===== src/rtl/spi_reg_pkg.sv =====
// Shared types and helpers for the SPI register-file peripheral.
package spi_reg_pkg;

    typedef enum logic [1:0] {
        IDLE = 2'd0,
        CMD  = 2'd1,
        DATA = 2'd2,
        DONE = 2'd3
    } spi_state_e;

    localparam logic RW_WRITE = 1'b1;
    localparam logic RW_READ  = 1'b0;

    function automatic int unsigned frame_w(input int unsigned addr_w, input int unsigned data_w);
        return 1 + addr_w + data_w;
    endfunction

endpackage


===== src/rtl/spi_in_sync.sv =====
// Two-flop synchronisers for the SPI pins plus SCLK edge detection.
module spi_in_sync (
    input  logic clk,
    input  logic reset,
    input  logic copi_pin,
    input  logic ncs_pin,
    input  logic sclk_pin,
    output logic copi_sync,
    output logic ncs_sync,
    output logic sclk_rise_c,
    output logic sclk_fall_c
);

    logic copi_meta;
    logic ncs_meta;
    logic sclk_meta;
    logic sclk_sync;
    logic sclk_prev;

    always_ff @(posedge clk) begin
        if (reset) begin
            copi_meta <= 1'b0;
            copi_sync <= 1'b0;
            ncs_meta  <= 1'b1;
            ncs_sync  <= 1'b1;
            sclk_meta <= 1'b0;
            sclk_sync <= 1'b0;
            sclk_prev <= 1'b0;
        end else begin
            copi_meta <= copi_pin;
            copi_sync <= copi_meta;
            ncs_meta  <= ncs_pin;
            ncs_sync  <= ncs_meta;
            sclk_meta <= sclk_pin;
            sclk_sync <= sclk_meta;
            sclk_prev <= sclk_sync;
        end
    end

    assign sclk_rise_c = sclk_sync & ~sclk_prev;
    assign sclk_fall_c = ~sclk_sync & sclk_prev;

endmodule


===== src/rtl/spi_reg_peripheral.sv =====
// SPI mode-0 register file with readback and write strobe.
// Optional SPI_FRAME_ERR_EN adds a sticky short/long-frame error flag and counter.
module spi_reg_peripheral
    import spi_reg_pkg::*;
#(
    parameter int unsigned ADDR_W   = 7,
    parameter int unsigned DATA_W   = 8,
    parameter int unsigned NUM_REGS = 5,
    parameter logic [NUM_REGS*DATA_W-1:0] RESET_VAL = '0
) (
    input  logic                       clk,
    input  logic                       reset,
    input  logic                       COPI,
    input  logic                       nCS,
    input  logic                       SCLK,
    output logic                       CIPO,
    output logic                       cipo_oe,
    output logic [NUM_REGS*DATA_W-1:0] regs_out,
    output logic                       wr_strobe,
    output logic [ADDR_W-1:0]          wr_addr
`ifdef SPI_FRAME_ERR_EN
    ,
    output logic                       frame_err,
    output logic [7:0]                 frame_err_cnt
`endif
);

    localparam int unsigned FRAME_W = frame_w(ADDR_W, DATA_W);
    localparam int unsigned CMD_W   = 1 + ADDR_W;
    localparam int unsigned CNT_W   = $clog2(FRAME_W + 1);
    localparam int unsigned SH_W    = (ADDR_W > DATA_W - 1) ? ADDR_W : DATA_W - 1;

    logic copi_sync, ncs_sync, sclk_rise_c, sclk_fall_c;

    spi_in_sync u_sync (
        .clk         (clk),
        .reset       (reset),
        .copi_pin    (COPI),
        .ncs_pin     (nCS),
        .sclk_pin    (SCLK),
        .copi_sync   (copi_sync),
        .ncs_sync    (ncs_sync),
        .sclk_rise_c (sclk_rise_c),
        .sclk_fall_c (sclk_fall_c)
    );

    spi_state_e          state, state_next;
    logic [CNT_W-1:0]    cnt;
    logic [SH_W-1:0]     shreg;
    logic                rw_q;
    logic [ADDR_W-1:0]   addr_q;
    logic [DATA_W-1:0]   out_sh;
    logic [1:0]          settle;
    logic                armed;
    logic                shift_c, load_c, commit_c;
    logic                mapped_c, reserved_c;
    logic [CMD_W-1:0]    cmd_word_c;
    logic [DATA_W-1:0]   data_word_c;
    logic [DATA_W-1:0]   rd_c;

    assign cmd_word_c  = CMD_W'({shreg, copi_sync});
    assign data_word_c = DATA_W'({shreg, copi_sync});

`ifdef SPI_FRAME_ERR_EN
    localparam logic [ADDR_W-1:0] RSVD_ADDR = '1;
    assign reserved_c = (addr_q == RSVD_ADDR);
`else
    assign reserved_c = 1'b0;
`endif
    assign mapped_c = (32'(addr_q) < NUM_REGS) && !reserved_c;

    // Readback source for the address just received; unmapped reads return zero.
    always_comb begin
        rd_c = '0;
        for (int i = 0; i < int'(NUM_REGS); i++) begin
            if (ADDR_W'(i) == cmd_word_c[ADDR_W-1:0]) rd_c = regs_out[i*DATA_W +: DATA_W];
        end
    end

    always_ff @(posedge clk) begin
        if (reset) state <= IDLE;
        else       state <= state_next;
    end

    always_comb begin
        state_next = state;
        shift_c    = 1'b0;
        load_c     = 1'b0;
        commit_c   = 1'b0;
        if (ncs_sync) begin
            state_next = IDLE;
        end else begin
            case (state)
                IDLE: if (armed) state_next = CMD;
                CMD: begin
                    if (sclk_rise_c) begin
                        shift_c = 1'b1;
                        if (cnt == CNT_W'(CMD_W - 1)) begin
                            state_next = DATA;
                            load_c     = 1'b1;
                        end
                    end
                end
                DATA: begin
                    if (sclk_rise_c) begin
                        shift_c = 1'b1;
                        if (cnt == CNT_W'(FRAME_W - 1)) begin
                            state_next = DONE;
                            commit_c   = (rw_q == RW_WRITE);
                        end
                    end
                end
                DONE:    state_next = DONE;
                default: state_next = IDLE;
            endcase
        end
    end

    always_ff @(posedge clk) begin
        if (reset) begin
            cnt       <= '0;
            shreg     <= '0;
            rw_q      <= RW_READ;
            addr_q    <= '0;
            out_sh    <= '0;
            settle    <= '0;
            armed     <= 1'b0;
            CIPO      <= 1'b0;
            cipo_oe   <= 1'b0;
            regs_out  <= RESET_VAL;
            wr_strobe <= 1'b0;
            wr_addr   <= '0;
        end else begin
            cipo_oe   <= ~ncs_sync;
            wr_strobe <= 1'b0;
            // Arm only once the synchronisers reflect the pin and nCS has been seen high,
            // so a frame in progress across reset is ignored.
            if (settle != 2'd2)  settle <= settle + 2'd1;
            else if (ncs_sync)   armed  <= 1'b1;

            if (state == IDLE)                                cnt <= '0;
            else if (shift_c && cnt != CNT_W'(FRAME_W))       cnt <= cnt + CNT_W'(1);
            if (shift_c) shreg <= SH_W'({shreg, copi_sync});

            if (load_c) begin
                rw_q   <= cmd_word_c[ADDR_W];
                addr_q <= cmd_word_c[ADDR_W-1:0];
            end

            if (load_c) begin
                out_sh <= (cmd_word_c[ADDR_W] == RW_READ) ? rd_c : '0;
                CIPO   <= 1'b0;
            end else if (state_next != DATA) begin
                CIPO   <= 1'b0;
            end else if (sclk_fall_c) begin
                CIPO   <= out_sh[DATA_W-1];
                out_sh <= DATA_W'({out_sh, 1'b0});
            end

            if (commit_c && mapped_c) begin
                wr_strobe <= 1'b1;
                wr_addr   <= addr_q;
                for (int i = 0; i < int'(NUM_REGS); i++) begin
                    if (ADDR_W'(i) == addr_q) regs_out[i*DATA_W +: DATA_W] <= data_word_c;
                end
            end
        end
    end

`ifdef SPI_FRAME_ERR_EN
    logic ncs_prev;
    logic overrun;

    // A frame ending short, mid-way, or with extra clocks past DONE counts as an error.
    always_ff @(posedge clk) begin
        if (reset) begin
            ncs_prev      <= 1'b1;
            overrun       <= 1'b0;
            frame_err     <= 1'b0;
            frame_err_cnt <= '0;
        end else begin
            ncs_prev <= ncs_sync;
            if (state == IDLE)                                  overrun <= 1'b0;
            else if (state == DONE && sclk_rise_c && !ncs_sync) overrun <= 1'b1;

            if (commit_c && reserved_c) begin
                frame_err     <= 1'b0;
                frame_err_cnt <= '0;
            end else if (ncs_sync && !ncs_prev &&
                         ((cnt != '0 && cnt != CNT_W'(FRAME_W)) || overrun)) begin
                frame_err <= 1'b1;
                if (frame_err_cnt != 8'hFF) frame_err_cnt <= frame_err_cnt + 8'd1;
            end
        end
    end
`endif

endmodule


===== config.mk =====
export PLATFORM = sky130hd
export DESIGN_NAME = spi_reg_peripheral
export DESIGN_NICKNAME = d
export VERILOG_FILES = /design/src/rtl/spi_reg_pkg.sv /design/src/rtl/spi_in_sync.sv /design/src/rtl/spi_reg_peripheral.sv
export SDC_FILE = /design/constraint.sdc
export NUM_CORES = 1
export LEC_CHECK = 0
export CORE_UTILIZATION = 49
export DETAILED_ROUTE_END_ITERATION = 7
export MAX_ROUTING_LAYER = met4
export PLACE_DENSITY = 0.77
export SLEW_MARGIN = 30
export SYNTH_ARGS = -nofsm -noshare
export SYNTH_HDL_FRONTEND = slang
export SYNTH_SLANG_ARGS = --single-unit

===== constraint.sdc =====
create_clock -name clk -period 2.1 [get_ports clk]
set_clock_uncertainty 0.05 [all_clocks]
set_input_delay 0.21 -clock clk [delete_from_list [all_inputs] [get_ports clk]]
set_output_delay 0.21 -clock clk [all_outputs]
set_load 0.05 [all_outputs]

==> reports/qor.tcl <==
set qor(clkTransAtPathRegs_ns) 0.08
set qor(globalRouteOverflowTotal) 0
set qor(initial_antenna_violation_count) 0
set qor(setup_viol) 7
set qor(fmaxAchievable_ghz) 0.462
set qor(synth_seq_area_share_pct) 46.0
set qor(run_status) {finished, violations left}
set qor(dieArea_sq_mm) 0.00835
set qor(first_iter_violations) 168
set qor(synth.yosys.warnings) 0
set qor(postLayoutSetupSlackWorst_ns) -0.0633
set qor(synth_enable_flop_cells) 0
set qor(finish.cell_count_without_fillers) 628
set qor(antenna_violating_nets_post_route) 0
set qor(die_y_um) 91.4
set qor(layout.cells.most_common_list) {sky130_fd_sc_hd__nand2_1, sky130_fd_sc_hd__dfxtp_1, sky130_fd_sc_hd__clkdlybuf4s50_1}
set qor(grt_setup_unrepaired) {true}
set qor(wl_per_cell_um) 15.6
set qor(r2r_cells) 8
set qor(final_common_cell) {sky130_fd_sc_hd__nand2_1}
set qor(fp.coreArea_sq_mm) 0.00773
set qor(synth-async-reset-ratio_pct) 0
set qor(critPathCaptureType) {flop}
set qor(clock_tree_from_tritoncts) {yes}
set qor(via_count) 3468
set qor(ff2ff_setup_slack_ns) -0.06
set qor(drc) 0
set qor(first_pass_grt_wire_length_um) 16200
set qor(die_width_um) 91.4
set qor(final_util_pct) 65.6
set qor(largest_voltage_drop_on_the_vdd_net_v) 0.000464
set qor(initial_utilization_pct) 50.7
set qor(num_rows) 32
set qor(critPathCapture) {out_sh[2]}
set qor(post_synth_inst_count) 453
set qor(vias_in_the_first_global_route) 3320
set qor(wp_data_arrival_ns) 2.36
set qor(syn_nets) 466
set qor(design.portCount) 55
set qor(cts-hold-fix-buffers) 0
set qor(track_usage_pct) 25.4
set qor(cp_data_required_time_ns) 2.30
set qor(fin_crit_sh_pct) 103
set qor(finalMaxSlewViolations) 0
set qor(static-leakage-power_nw) 1.76
set qor(grt_start_max_net_pins) 30
set qor(power_w) 0.00322
set qor(crit_start) {cnt[1]}
set qor(drt-vias-per-instance) 5.52
set qor(critical_path_peak_fanout) 6
set qor(reg2reg_to) {out_sh[2]}
set qor(clock_sink_count) 90
set qor(timing.hold.ws_ns) 0.171
set qor(detailedPlacementHpwl_um) 7160
set qor(syn-cell-area_sq_mm) 0.00392
set qor(worstSetupStartpointType) {flop}
set qor(violations_in_the_final_reports) {negative setup slack}
set qor(yosys.cell_types.count) 51
set qor(ys_seq_elements) 90
set qor(critical_path.reg2reg.startpoint) {cnt[1]}
set qor(cts-buffers-inserted) 9
set qor(h_tree_depth) 3
set qor(layout.nets) 534
set qor(place_inst) 611
set qor(diodes) 0
set qor(drv_cap) 0
set qor(hold_violations) 0
set qor(power.density_mw_per_mm2) 635
set qor(final.min_clock_period_ns) 2.16
set qor(max_slew_margin_pct) 65.4
set qor(critPathKind) {flop to flop}
set qor(finalWirelength_um) 9810
set qor(portBuffers) 54
set qor(clk_root_buffer_cell) {sky130_fd_sc_hd__clkbuf_8}
set qor(max_slew.worst_pin.slew_ns) 0.518
set qor(cts_max_path_buffers) 2
set qor(gp_routability_congestion) 0.824
set qor(drt_first_pass_iters) 4
set qor(synthFlopType) {sky130_fd_sc_hd__dfxtp_1}
set qor(total_negative_slack_ns) -0.313
set qor(holdCritPathClass) {input pin to flop}
set qor(final_layout_size_suffix_gt1_share_pct) 18.8
set qor(syn-mean-instance-area_sq_um) 8.65
set qor(clock_insertion_delay_worst_skew_ns) 0.36
set qor(area_growth_pct) 29.4
[worst min path at each step]
stage / start / endpoint / slack [ns] / depth (start not counted)
2_1_floorplan: reset / state[1] / 0.24 / 1
3_3_place_gp: u_sync.ncs_meta / u_sync.ncs_sync / 0.35 / 1
3_5_place_dp: u_sync.ncs_meta / u_sync.ncs_sync / 0.36 / 1
4_1_cts: reset / state[0] / 0.17 / 2
5_1_grt: reset / state[0] / 0.21 / 2
6_report: reset / state[0] / 0.17 / 2
[through the flow]
stage / area (sq um) / setup slack [ns]
final: 5070 / -0.0633
after global routing: 5070 / -0.158
after CTS: 4990 / -0.0367
after detailed placement: 4740 / -0.0414
after global placement: 4740 / -0.00493
after floorplan: 3970 / -0.0339
[final cells by class]
cell class / count / area (sq um)
fill: 624 / 2660
inverter: 8 / 30.0
tap: 102 / 128
clock buffer: 9 / 124
multi-input combinational: 323 / 2070
timing repair buffer: 89 / 806
clock inverter: 7 / 98.8
sequential: 90 / 1810
[cells by family (layout without fill, tap and decap cells)]
kind of cell    Yosys count  count (layout)  share of synthesized area, %
simple gates            205             205                          25.5
flops                    90              90                          46.0
compound gates           75              75                          11.6
buf+inv                  40             113                          4.41
mux                      31              31                          9.04
fa+ha+maj                 8               8                          2.56
xor+xnor                  4               4                         0.895
[synth_stat cells, types with 2 or more instances]
cell type | count | area (sq um)
sky130_fd_sc_hd__a211oi_1 | 5 | 37.5
sky130_fd_sc_hd__buf_4 | 3 | 22.5
sky130_fd_sc_hd__o2bb2ai_1 | 5 | 43.8
sky130_fd_sc_hd__nor4b_1 | 2 | 17.5
sky130_fd_sc_hd__nor2_1 | 37 | 139
sky130_fd_sc_hd__a2111oi_0 | 2 | 17.5
sky130_fd_sc_hd__nand2b_1 | 5 | 31.3
sky130_fd_sc_hd__mux2_2 | 5 | 56.3
sky130_fd_sc_hd__and2_1 | 7 | 43.8
sky130_fd_sc_hd__nand2_1 | 100 | 375
sky130_fd_sc_hd__mux4_2 | 3 | 67.6
sky130_fd_sc_hd__a221oi_1 | 2 | 17.5
sky130_fd_sc_hd__buf_2 | 9 | 45.0
sky130_fd_sc_hd__nand3_1 | 3 | 15.0
sky130_fd_sc_hd__clkbuf_1 | 19 | 71.3
sky130_fd_sc_hd__nor3_1 | 13 | 65.1
sky130_fd_sc_hd__xor2_1 | 3 | 26.3
sky130_fd_sc_hd__a21oi_1 | 52 | 260
sky130_fd_sc_hd__or2_2 | 2 | 12.5
sky130_fd_sc_hd__and3_1 | 3 | 18.8
sky130_fd_sc_hd__nand3b_1 | 3 | 22.5
sky130_fd_sc_hd__dfxtp_1 | 90 | 1800
sky130_fd_sc_hd__inv_1 | 8 | 30.0
sky130_fd_sc_hd__or4_1 | 3 | 22.5
sky130_fd_sc_hd__mux2i_1 | 23 | 230
sky130_fd_sc_hd__nor2b_1 | 14 | 87.6
sky130_fd_sc_hd__ha_1 | 8 | 100
[worst max-delay path, stage by stage, from the launching register on]
cell	delay [ns]
sky130_fd_sc_hd__dfxtp_2	0.34
sky130_fd_sc_hd__ha_4	0.16
sky130_fd_sc_hd__and3_4	0.18
sky130_fd_sc_hd__ha_4	0.15
sky130_fd_sc_hd__nand3b_1	0.10
sky130_fd_sc_hd__a2111oi_2	0.07
sky130_fd_sc_hd__a311o_1	0.38
sky130_fd_sc_hd__o21ai_4	0.31
sky130_fd_sc_hd__mux2_4	0.32
[flip-flops by register name, indices dropped and copies added (netlist names), 2 cells and up]
register and flops:
addr_q 7, cnt 5, out_sh 8, regs_out 40, settle 2, shreg 7
state 2, wr_addr 7
[report_power, final]
group / switching [W] / internal, W / total [W] / leakage (nW)
combinational: 0.0000901 / 0.0000635 / 0.000154 / 0.919
clock: 0.000632 / 0.000678 / 0.00131 / 0.110
sequential: 0.0000211 / 0.00174 / 0.00176 / 0.729
total: 0.000743 / 0.00248 / 0.00322 / 1.76
[layer usage]
metal	wire length (um)	up-vias	global-route usage [%]
met5	0	-	-
met4	191	0	10.4
met3	559	17	3.43
met1	4400	1678	32.7
met2	4670	110	40.4
li1	-	1663	-
[timing repair]
action	4_1_cts	5_1_grt
buffers inserted	0	1
setup endpoints to repair	27	56
cloned	0	0
hold endpoints to repair	0	0
pin swaps	1	4
gates resized for setup	9	20
Power figures use the tool's default switching activity.
